**config.mk**
```make
export PLATFORM = sky130hd
export DESIGN_NAME = program_loader
export DESIGN_NICKNAME = d
export VERILOG_FILES = /design/src/rtl/program_loader.sv
export SDC_FILE = /design/constraint.sdc
export NUM_CORES = 1
export LEC_CHECK = 0
export BUFFER_PORTS_ARGS = -buffer_cell sky130_fd_sc_hd__buf_2
export CELL_PAD_IN_SITES_DETAIL_PLACEMENT = 1
export CELL_PAD_IN_SITES_GLOBAL_PLACEMENT = 2
export CORE_MARGIN = 4
export CORE_UTILIZATION = 39
export CTS_BUF_LIST = sky130_fd_sc_hd__clkbuf_4
export CTS_CLUSTER_DIAMETER = 150
export DETAILED_ROUTE_END_ITERATION = 6
export GPL_TIMING_DRIVEN = 0
export PLACE_DENSITY_LB_ADDON = 0.05
export SYNTH_ARGS = -nofsm -noshare
export SYNTH_HDL_FRONTEND = slang
export SYNTH_SLANG_ARGS = --single-unit
```
**constraint.sdc**
```tcl
create_clock -name clock -period 6.7 [get_ports clock]
set_input_delay 0.67 -clock clock [delete_from_list [all_inputs] [get_ports clock]]
set_output_delay 0.67 -clock clock [all_outputs]
set_load 0.005 [all_outputs]
```
**src/rtl/program_loader.sv**
```systemverilog
// Loads a length-prefixed byte stream into instruction memory and holds the core until the load is done.
// Each word is written one cycle after its 4th byte; in_ready is low in RUN/ERR and during the final write.
module program_loader #(
  parameter int DEPTH  = 256,
  parameter int ADDR_W = 8
) (
  input  logic              clock,
  input  logic              reset_n,
  input  logic              in_valid,
  input  logic [7:0]        in_data,
  output logic              in_ready,
  input  logic              reload,
  output logic              imem_we,
  output logic [ADDR_W-1:0] imem_addr,
  output logic [31:0]       imem_wdata,
  output logic              core_hold,
  output logic              error,
  output logic [15:0]       words_loaded
);

  typedef enum logic [2:0] {LEN_LO, LEN_HI, DATA, RUN, ERR} state_t;

  localparam logic [16:0] DEPTH_W = 17'(DEPTH);

  state_t      state, state_nxt;
  logic [7:0]  len_lo;
  logic [15:0] len;
  logic [15:0] len_hdr;
  logic [1:0]  lane;
  logic [23:0] word_buf;
  logic        last_wr;
  logic        hs;
  logic        final_word;

  assign hs         = in_valid & in_ready;
  assign len_hdr    = {in_data, len_lo};
  assign final_word = (words_loaded == len - 16'd1);

  always_ff @(posedge clock or negedge reset_n) begin
    if (!reset_n) state <= LEN_LO;
    else          state <= state_nxt;
  end

  always_comb begin
    state_nxt = state;
    in_ready  = 1'b0;
    core_hold = 1'b1;
    error     = 1'b0;
    case (state)
      LEN_LO: begin
        in_ready = 1'b1;
        if (in_valid) state_nxt = LEN_HI;
      end
      LEN_HI: begin
        in_ready = 1'b1;
        if (in_valid) begin
          if (len_hdr == 16'd0)                 state_nxt = RUN;
          else if ({1'b0, len_hdr} > DEPTH_W)   state_nxt = ERR;
          else                                  state_nxt = DATA;
        end
      end
      DATA: begin
        // Once the last word's fourth byte is in, stop taking bytes and leave after its write.
        in_ready = ~last_wr;
        if (last_wr) state_nxt = RUN;
      end
      RUN: begin
        core_hold = 1'b0;
        if (reload) state_nxt = LEN_LO;
      end
      ERR: begin
        error = 1'b1;
        if (reload) state_nxt = LEN_LO;
      end
      default: state_nxt = LEN_LO;
    endcase
  end

  always_ff @(posedge clock or negedge reset_n) begin
    if (!reset_n) begin
      len_lo       <= '0;
      len          <= '0;
      lane         <= '0;
      word_buf     <= '0;
      last_wr      <= 1'b0;
      imem_we      <= 1'b0;
      imem_addr    <= '0;
      imem_wdata   <= '0;
      words_loaded <= '0;
    end else begin
      imem_we <= 1'b0;
      last_wr <= 1'b0;
      if (hs && state == LEN_LO) len_lo <= in_data;
      if (hs && state == LEN_HI) begin
        len          <= len_hdr;
        lane         <= '0;
        words_loaded <= '0;
      end
      if (hs && state == DATA) begin
        lane <= lane + 2'd1;
        if (lane == 2'd3) begin
          imem_we      <= 1'b1;
          imem_addr    <= words_loaded[ADDR_W-1:0];
          imem_wdata   <= {in_data, word_buf};
          words_loaded <= words_loaded + 16'd1;
          last_wr      <= final_word;
        end else begin
          word_buf[{lane, 3'b000} +: 8] <= in_data;
        end
      end
      if ((state == RUN || state == ERR) && reload) words_loaded <= '0;
    end
  end

endmodule

```
==> metrics.yaml <==
num-fill-cells: 1586
grt_pass1_wl_um: 23800
layout_min_cycle_time_ns: 2.96
initialDrtViolationCount: 311
p_per_area_nw_per_um2: 282
wl_per_cell_um: 17.1
crit_chain: "clkbuf_1 > nor3b_2 > nand4b_1 > inv_2 > clkbuf_1 > clkbuf_1 > nand2_1 > nand2_1"
hpwl_um: 10600
drive_gt1_frac: 0.161
core_um2: 13200
regArea_um2: 2780
finalWirelength_um: 14500
grt_use_total: 0.202
cts_hold_buf: 0
port_buffers: 70
maxCapViolations: 0
critPathMaxStageDelay_ns: 0.53
period_share: 0.442
nets: 684
fmax_ghz: 0.337
power_uw: 1690
cp.required_ns: 7.13
globalRouteMet1Util: 0.299
arrival_ns: 3.39
place.gp.congestion: 0.769
post_cts_buffers: 0
yosys_most_used_dff: "dfrtp_1"
reg2reg_setup_slack_ns: 3.74
clkTransAtPathRegs_ns: 0.19
fp.dieH_um: 124
ant_nets: 0
ys_ff_latch: 111
worst_pin_slew_ns: 0.907
antenna_cells: 0
grt_pass1_vias: 4393
grt-busiest-layer: "met2"
slew_headroom: 0.391
synthCells: 583
r2r_cells: 8
timing.rr.start: "state[2]$_DFFE_PN0P_"
hold_viol_final: 0
r2r-end: "imem_wdata[24]$_DFFE_PN0P_"
slew_viol_final: 0
crit_fanout: 10
status: "finished clean"
async_reset_ff_frac: 1.00
setup_tns_ns: 0
cts.sinks: 111
synth_edf_count: 0
critical-path-slowest-cell: "nand4b_1"
post-synth-top-area-cell: "dfrtp_1"
met3_usage: 0.0254
rows: 42
drc: 0
ctsResizeCount: 0
path_class: "flip-flop to flip-flop"
ir_drop_uv: 181
ys_types: 56
initial_core_util: 0.396
grtUsageMet2: 0.311
ys_top_cells_by_area: "dfrtp_1 53%, nand2_1 17%, o21ai_0 3.4%, xnor2_1 2.2%, mux2_2 1.9%"
grt_max_degree: 80
start_kind: "flip-flop"
final-setup-viol-count: 0
avgViaCountPerCell: 5.12
yosysWarningCount: 0
syn_nets: 602
cts_buffers: 9
cts-root-buf: "clkbuf_4"
yosysTopAreaCellShare: 0.531
insertion_delay_ns: 0.49
rsz0062_at_grt: "no"
critPathMostFrequentCell: "clkbuf_1"
avgSynthCellArea_um2: 8.97
die_w_um: 124
setup.worst_path.end_class: "flip-flop"
synth_area_um2: 5230
io_pins: 72
clock_path_buffers: 2
antenna_found_initial: 0
h-tree-depth: 3
vias: 4330
finalClockSkew_ns: 0.0301
dieArea_um2: 15300
first_pass_iters: 4
seq_area_frac_synth: 0.531
hold_class: "input pin to asynchronous set/reset pin"
multi_input_area_um2: 2310
leakagePower_uw: 0.00301
tritoncts: "done"
gr-total-overflow: 0
area_growth_syn_to_layout_pct: 14.8
==> synth_stat cells, drive strengths merged, types with 7 or more instances <==
cell	instances
nor2	28
xor2	7
mux2	10
inv	11
nor3	12
ha	7
dfrtp	111
clkbuf	24
xnor2	13
a21oi	7
nand2	236
o21ai	36
nand3	12
==> where the power goes <==
group	leakage [uW]	switching, uW	internal [uW]	total (uW)
clock	0.0000905	240	159	399
combinational	0.00142	244	183	427
sequential	0.00150	110	756	866
==> worst max-delay path, delay by kind of cell, from the launching register on <==
kind	cells	cell delay (ns)
buffers and inverters	4	1.50
and+or+nand+nor	4	1.02
DFF	1	0.39
==> through the flow <==
step | worst slack, ns | hold slack (ns) | cell area (um^2) | cells | util
after CTS | 3.67 | 0.00893 | 6000 | 846 | 0.455
after floorplan | 4.52 | 0.374 | 5230 | 583 | -
after global placement | 3.58 | 0.454 | 5800 | 829 | 0.440
after global routing | 3.39 | 0.0212 | 6000 | 846 | 0.455
after detailed placement | 3.72 | 0.462 | 5830 | 830 | 0.442
final | 3.74 | 0.0324 | 6000 | 846 | 0.455
==> area by class of cell <==
class / count / area share
well taps: 176 / 0.0367
inverters: 11 / 0.00688
clock inverters: 6 / 0.0154
clock buffers: 10 / 0.0125
repair buffers: 71 / 0.0640
plain buffers: 26 / 0.0165
flip-flops and latches: 111 / 0.463
multi-input cells: 435 / 0.385
==> registers in the layout, summed over array words and instances (netlist names) <==
| register | count |
|---|---|
| imem_addr | 8 |
| imem_wdata | 32 |
| imem_we | 1 |
| lane | 2 |
| last_wr | 1 |
| len | 16 |
| len_lo | 8 |
| state | 3 |
| word_buf | 24 |
| words_loaded | 16 |
==> per-layer routing <==
layer,share of wire,vias up
met1,0.49,2140
met4,0.012,0
met2,0.45,83
met5,0,-
li1,-,2095
met3,0.046,12
==> worst max-delay path by stage <==
stage | start | end | cells after the start
2_1_floorplan | state[2]$_DFFE_PN0P_ | last_wr$_DFF_PN0_ | 7
3_3_place_gp | reset_n | state[2]$_DFFE_PN0P_ | 1
3_5_place_dp | state[2]$_DFFE_PN0P_ | imem_wdata[19]$_DFFE_PN0P_ | 8
4_1_cts | state[2]$_DFFE_PN0P_ | imem_wdata[24]$_DFFE_PN0P_ | 8
5_1_grt | state[2]$_DFFE_PN0P_ | imem_wdata[25]$_DFFE_PN0P_ | 8
6_report | state[2]$_DFFE_PN0P_ | imem_wdata[24]$_DFFE_PN0P_ | 8
==> cell families (layout without fill, tap and decap cells) <==
| group | count (synthesis) | count (layout) | share of synthesized area |
|---|---|---|---|
| AO/OA/AOI/OAI | 68 | 68 | 0.0797 |
| XOR/XNOR | 20 | 20 | 0.0335 |
| adder cells (fa/ha/maj) | 7 | 7 | 0.0168 |
| buffers and inverters | 37 | 124 | 0.0268 |
| flip-flops | 111 | 111 | 0.531 |
| multiplexers | 13 | 13 | 0.0273 |
| AND/OR/NAND/NOR | 327 | 327 | 0.285 |
==> cell usage in the layout, fill, tap and decap left out, types with 10 or more instances in the layout <==
cell      Yosys  final
buf_2         1     70
clkbuf_1     24     24
clkbuf_4      0     10
dfrtp_1     111    111
inv_1        10     10
nand2_1     236    236
nand3_1      12     12
nor2_1       27     27
nor3_1       11     11
o21ai_0      35     35
xnor2_1      13     13
Power figures use the tool's default switching activity.
